==> src/rtl/vsfx_byte_pipe.sv <==
// Two-stage byte-wise add/subtract unit (modulo and unsigned-saturating) with valid/ready on both sides.
// Optional feature macro VSFX_SAT_EN: saturating ops, out_sat and sticky vscr_sat; otherwise ops 1x fold to modulo.
module vsfx_byte_pipe (
  input  logic        clk,
  input  logic        rst_n,
  input  logic        in_valid,
  output logic        in_ready,
  input  logic [1:0]  op,
  input  logic [31:0] vra,
  input  logic [31:0] vrb,
  output logic        out_valid,
  input  logic        out_ready,
  output logic [31:0] vrt,
  output logic        out_sat,
  input  logic        sat_clr,
  output logic        vscr_sat
);

  localparam int DATA_W = 32;
  localparam int LANE_W = 8;
  localparam int LANES  = DATA_W / LANE_W;

  logic              s1_valid_q, s1_valid_d;
  logic [1:0]        s1_op_q;
  logic [DATA_W-1:0] s1_vra_q;
  logic [DATA_W-1:0] s1_vrb_q;
  logic [DATA_W-1:0] s1_res;
  logic              s1_sat;

  logic              out_valid_q, out_valid_d;
  logic [DATA_W-1:0] vrt_q, vrt_d;
  logic              out_sat_q, out_sat_d;

  logic              s2_take;
  logic              in_fire;
  logic              s2_load;

`ifdef VSFX_SAT_EN
  // Returns {lane_sat, lane_result}; the 9th bit of sum/difference is carry/borrow.
  function automatic logic [LANE_W:0] lane_calc(input logic [1:0]        lop,
                                                input logic [LANE_W-1:0] a,
                                                input logic [LANE_W-1:0] b);
    logic [LANE_W:0] sum;
    logic [LANE_W:0] dif;
    sum = {1'b0, a} + {1'b0, b};
    dif = {1'b0, a} - {1'b0, b};
    case (lop)
      2'b00:   lane_calc = {1'b0, sum[LANE_W-1:0]};
      2'b01:   lane_calc = {1'b0, dif[LANE_W-1:0]};
      2'b10:   lane_calc = sum[LANE_W] ? {1'b1, {LANE_W{1'b1}}} : {1'b0, sum[LANE_W-1:0]};
      default: lane_calc = dif[LANE_W] ? {1'b1, {LANE_W{1'b0}}} : {1'b0, dif[LANE_W-1:0]};
    endcase
  endfunction

  logic [LANES-1:0] lane_sat;

  for (genvar g = 0; g < LANES; g++) begin : g_lane
    assign {lane_sat[g], s1_res[g*LANE_W +: LANE_W]} =
      lane_calc(s1_op_q, s1_vra_q[g*LANE_W +: LANE_W], s1_vrb_q[g*LANE_W +: LANE_W]);
  end

  assign s1_sat = |lane_sat;
`else
  function automatic logic [LANE_W-1:0] lane_calc(input logic              sub,
                                                  input logic [LANE_W-1:0] a,
                                                  input logic [LANE_W-1:0] b);
    lane_calc = sub ? (a - b) : (a + b);
  endfunction

  for (genvar g = 0; g < LANES; g++) begin : g_lane
    assign s1_res[g*LANE_W +: LANE_W] =
      lane_calc(s1_op_q[0], s1_vra_q[g*LANE_W +: LANE_W], s1_vrb_q[g*LANE_W +: LANE_W]);
  end

  assign s1_sat = 1'b0;

  // Only op[0] distinguishes add from subtract when saturation is compiled out.
  logic unused_op_hi;
  logic unused_sat_clr;
  assign unused_op_hi   = s1_op_q[1];
  assign unused_sat_clr = sat_clr;
`endif

  // Handshake: S2 can accept when empty or being drained; S1 when empty or advancing.
  assign s2_take  = !out_valid_q || out_ready;
  assign in_ready = rst_n && (!s1_valid_q || s2_take);
  assign in_fire  = in_valid && in_ready;
  assign s2_load  = s2_take && s1_valid_q;

  always_comb begin
    s1_valid_d  = s1_valid_q;
    out_valid_d = out_valid_q;
    vrt_d       = vrt_q;
    out_sat_d   = out_sat_q;
    if (in_fire) begin
      s1_valid_d = 1'b1;
    end else if (s2_take) begin
      s1_valid_d = 1'b0;
    end
    if (s2_take) begin
      out_valid_d = s1_valid_q;
    end
    // Bubbles do not overwrite the result, so vrt keeps its last value when empty.
    if (s2_load) begin
      vrt_d     = s1_res;
      out_sat_d = s1_sat;
    end
  end

  // Stage 1: operand capture
  always_ff @(posedge clk) begin
    if (!rst_n) begin
      s1_valid_q <= 1'b0;
    end else begin
      s1_valid_q <= s1_valid_d;
    end
  end

  always_ff @(posedge clk) begin
    if (in_fire) begin
      s1_op_q  <= op;
      s1_vra_q <= vra;
      s1_vrb_q <= vrb;
    end
  end

  // Stage 2: registered result
  always_ff @(posedge clk) begin
    if (!rst_n) begin
      out_valid_q <= 1'b0;
      vrt_q       <= '0;
      out_sat_q   <= 1'b0;
    end else begin
      out_valid_q <= out_valid_d;
      vrt_q       <= vrt_d;
      out_sat_q   <= out_sat_d;
    end
  end

`ifdef VSFX_SAT_EN
  logic vscr_sat_q, vscr_sat_d;

  // Setting on a saturating load takes priority over a same-cycle clear.
  always_comb begin
    vscr_sat_d = vscr_sat_q;
    if (s2_load && s1_sat) begin
      vscr_sat_d = 1'b1;
    end else if (sat_clr) begin
      vscr_sat_d = 1'b0;
    end
  end

  always_ff @(posedge clk) begin
    if (!rst_n) begin
      vscr_sat_q <= 1'b0;
    end else begin
      vscr_sat_q <= vscr_sat_d;
    end
  end

  assign vscr_sat = vscr_sat_q;
`else
  assign vscr_sat = 1'b0;
`endif

  assign out_valid = out_valid_q;
  assign vrt       = vrt_q;
  assign out_sat   = out_sat_q;

endmodule

==> config.mk <==
export PLATFORM = sky130hd
export DESIGN_NAME = vsfx_byte_pipe
export DESIGN_NICKNAME = d
export VERILOG_FILES = /design/src/rtl/vsfx_byte_pipe.sv
export SDC_FILE = /design/constraint.sdc
export NUM_CORES = 1
export LEC_CHECK = 0
export ABC_CLOCK_PERIOD_IN_PS = 5600
export CORE_UTILIZATION = 55
export DETAILED_ROUTE_END_ITERATION = 10
export PLACE_DENSITY_LB_ADDON = 0.08
export SLEW_MARGIN = 20
export SYNTH_ARGS = -nofsm -noshare
export SYNTH_HDL_FRONTEND = slang
export SYNTH_SLANG_ARGS = --single-unit
export TNS_END_PERCENT = 1
==> constraint.sdc <==
create_clock -name clk -period 5.6 [get_ports clk]
set_input_delay 1.12 -clock clk [delete_from_list [all_inputs] [get_ports clk]]
set_output_delay 1.12 -clock clk [all_outputs]
set_load 0.02 [all_outputs]
==> qor.yml <==
status: "finished with violations"
violations: "DRC"
cts-hold-fix-buffers: 0
htreeDepth: 3
cts_buffer_depth: 2
path_clk_slew_ps: 100
root_buffer: "clkbuf_8"
grt_antenna_before_repair: 0
hold_class: "flip-flop to flip-flop"
wl_per_cell_microns: 14.3
vias_per_cell: 5.39
max_cap_violations: 0
worst_ir_drop_vdd_mv: 0.133
cts_resized: 0
grt_max_degree: 55
diodes: 0
wirelength_mm: 9.50
gr-usage-all-layers_pct: 21.0
multi_input_area_sq_um: 2190
crit_path_cell_trace: "clkdlybuf4s50_1 -> nor2b_4 -> a21boi_0 -> clkdlybuf4s50_1"
via_count: 3588
worstMarginPinSlew_ps: 864
ys_types: 41
worstSetupPathType: "input port to output port"
synthFlopType: "edfxtp_1"
slew_viol_final: 0
critPathMaxFanout: 5
startpoint_type: "input port"
cpMostUsedCell: "clkdlybuf4s50_1"
clock.fmax_mhz: 273
insertion_delay_ps: 360
cp_slowest_cell: "clkdlybuf4s50_1"
drt_iter0_markers: 92
fin_skew_ps: 8.27
synth_edf_count: 65
drtPass1Iterations: 8
hold_violations: 0
ys_seq_elements: 99
relSlewSlack_pct: 42.1
rsz0062_at_grt: "no"
drive_gt1_share_pct: 5.02
gp_congestion: 0.818
cts_buffers: 9
die_x_microns: 97.8
setup_viol: 0
antenna_left: 0
cts_tree: "built"
portBuffers: 102
area_delta_synth_final_pct: 25.1
cp_top_family: "buffers and inverters"
cts_setup_buffers: 0
ios: 107
grt_pass1_wl_mm: 15.8
fillCellCount: 662
num_rows: 34
ys_seq_area_share_pct: 52.1
p_leak_uw: 0.00245
dieArea_sq_um: 9570
synth.cell_area_sq_um: 5050
powerDensity_nw_per_um2: 253
async_flop_share_pct: 0
crit_path_max_incr_delay_ps: 640
synth_cells: 454
path_buf_inv: 2
grt_pass1_vias: 3594
die-height_microns: 97.8
place_hpwl_mm: 6.94
cp.arrival_ps: 2540
endpoint_kind: "output port"
regArea_sq_um: 2630
hold-worst-slack_ps: 473
cts_sinks: 99
core_area_sq_um: 8810
layout_min_cycle_time_ps: 3660
drc_errors: 14
timing.final.crit_share_pct: 65.4
layout.nets: 660
syn_avg_cell_area_sq_um: 11.1
worstPathRequired_ps: 4480
ys_warn_count: 0
tns_ps: 0
initial_core_util_pct: 57.3
gr-total-overflow: 0
[Yosys cell counts, types with 2 or more instances]
cell / count / area share [%]
a211oi_1: 3 / 0.45
a21boi_0: 5 / 0.74
a21o_1: 4 / 0.59
a21oi_1: 24 / 2.4
a311o_1: 4 / 0.79
a31oi_1: 12 / 1.5
and2_1: 8 / 0.99
and4b_1: 4 / 0.79
buf_2: 10 / 0.99
buf_4: 3 / 0.45
buf_6: 2 / 0.45
clkbuf_1: 3 / 0.22
dfxtp_1: 34 / 13
edfxtp_1: 65 / 39
fa_1: 4 / 1.6
ha_1: 32 / 7.9
inv_1: 32 / 2.4
mux2i_1: 8 / 1.6
nand2_1: 36 / 2.7
nand2b_1: 7 / 0.87
nand3_1: 12 / 1.2
nand3b_1: 4 / 0.59
nand4b_1: 4 / 0.69
nor2_1: 23 / 1.7
nor2b_1: 2 / 0.25
nor3_1: 9 / 0.89
nor3_2: 4 / 0.79
nor3b_1: 8 / 1.2
o211a_1: 8 / 1.6
o21a_1: 7 / 1.0
o21ai_0: 24 / 2.4
o21ai_1: 2 / 0.20
xnor2_1: 36 / 6.2
xor2_1: 4 / 0.69
[per-layer routing]
layer / vias to the layer above / global-route usage, % / part of all wire [%] / routed length, microns
met4: 0 / 6.06 / 0.68 / 65
met3: 7 / 6.30 / 5.1 / 484
met5: - / 0 / 0 / 0
met1: 1693 / 23.7 / 41 / 3920
li1: 1808 / - / - / -
met2: 80 / 38.1 / 53 / 5020
[final timing paths]
kind              slack (ps)                   from                   end  cells after the start
hold reg to reg          470   vrt[25]$_SDFFE_PN0P_  vrt[25]$_SDFFE_PN0P_                      2
setup / recovery        1940              out_ready              in_ready                      4
hold / removal           470   vrt[25]$_SDFFE_PN0P_  vrt[25]$_SDFFE_PN0P_                      2
setup reg to reg        3200  s1_vrb_q[0]$_DFFE_PP_   vrt[5]$_SDFFE_PN0P_                     10
[cells in the final DEF, fill, tap and decap left out, types with 23 or more instances in the layout]
cell and n:
xnor2_1 36, ha_1 32, nor2_1 23, a21oi_1 24, edfxtp_1 65, inv_1 32, nand2_1 36, dfxtp_1 34
o21ai_0 24, clkdlybuf4s50_1 102
[power by group]
part	total, uW	internal (uW)	switching (uW)
Combinational	330	168	162
Sequential	844	822	22.6
Clock	426	170	256
[sequential cells by signal (all words and copies together) (netlist names)]
| signal | flops |
|---|---|
| s1_vrb_q | 32 |
| s1_valid_q | 1 |
| s1_op_q | 1 |
| out_valid | 1 |
| vrt | 32 |
| s1_vra_q | 32 |
[cell families after synthesis]
logic type | Yosys count | synth area share, %
XOR/XNOR | 40 | 6.94
flip-flops | 99 | 52.1
other | 1 | 0.0743
AO/OA/AOI/OAI | 95 | 12.0
buffers and inverters | 51 | 4.56
multiplexers | 8 | 1.59
AND/OR/NAND/NOR | 124 | 13.2
adder cells (fa/ha/maj) | 36 | 9.51
[cell type report]
class                           count  area share (%)
Clock buffer                        9            1.96
Clock inverter                      7           0.970
Inverter                           32            1.90
Multi-Input combinational cell    305            34.7
Sequential cell                    99            41.7
Tap cell                          108            2.14
Timing Repair Buffer              106            16.6
[stage by stage]
| stage | cells | power, uW | setup WS (ps) | utilization, % | cell area [sq um] |
|---|---|---|---|---|---|
| after floorplan | 455 | 1060 | 1450 | - | 5050 |
| after global placement | 650 | 1180 | 1950 | 69.6 | 6130 |
| after detailed placement | 650 | 1190 | 1930 | 69.6 | 6130 |
| after CTS | 666 | 1620 | 1930 | 71.7 | 6320 |
| after global routing | 666 | 1680 | 1810 | 71.8 | 6320 |
| final | 666 | 1600 | 1940 | 71.8 | 6320 |
[worst register-to-register path, cell delays in order (launching register included)]
cell and delay, ps:
edfxtp_1 450, inv_1 90, ha_1 210, nor2_1 70, xnor2_1 140, ha_1 330, o21ai_0 170, a21oi_1 90
o21ai_0 310, a21oi_1 110, a311o_1 320
Power figures use the tool's default switching activity.
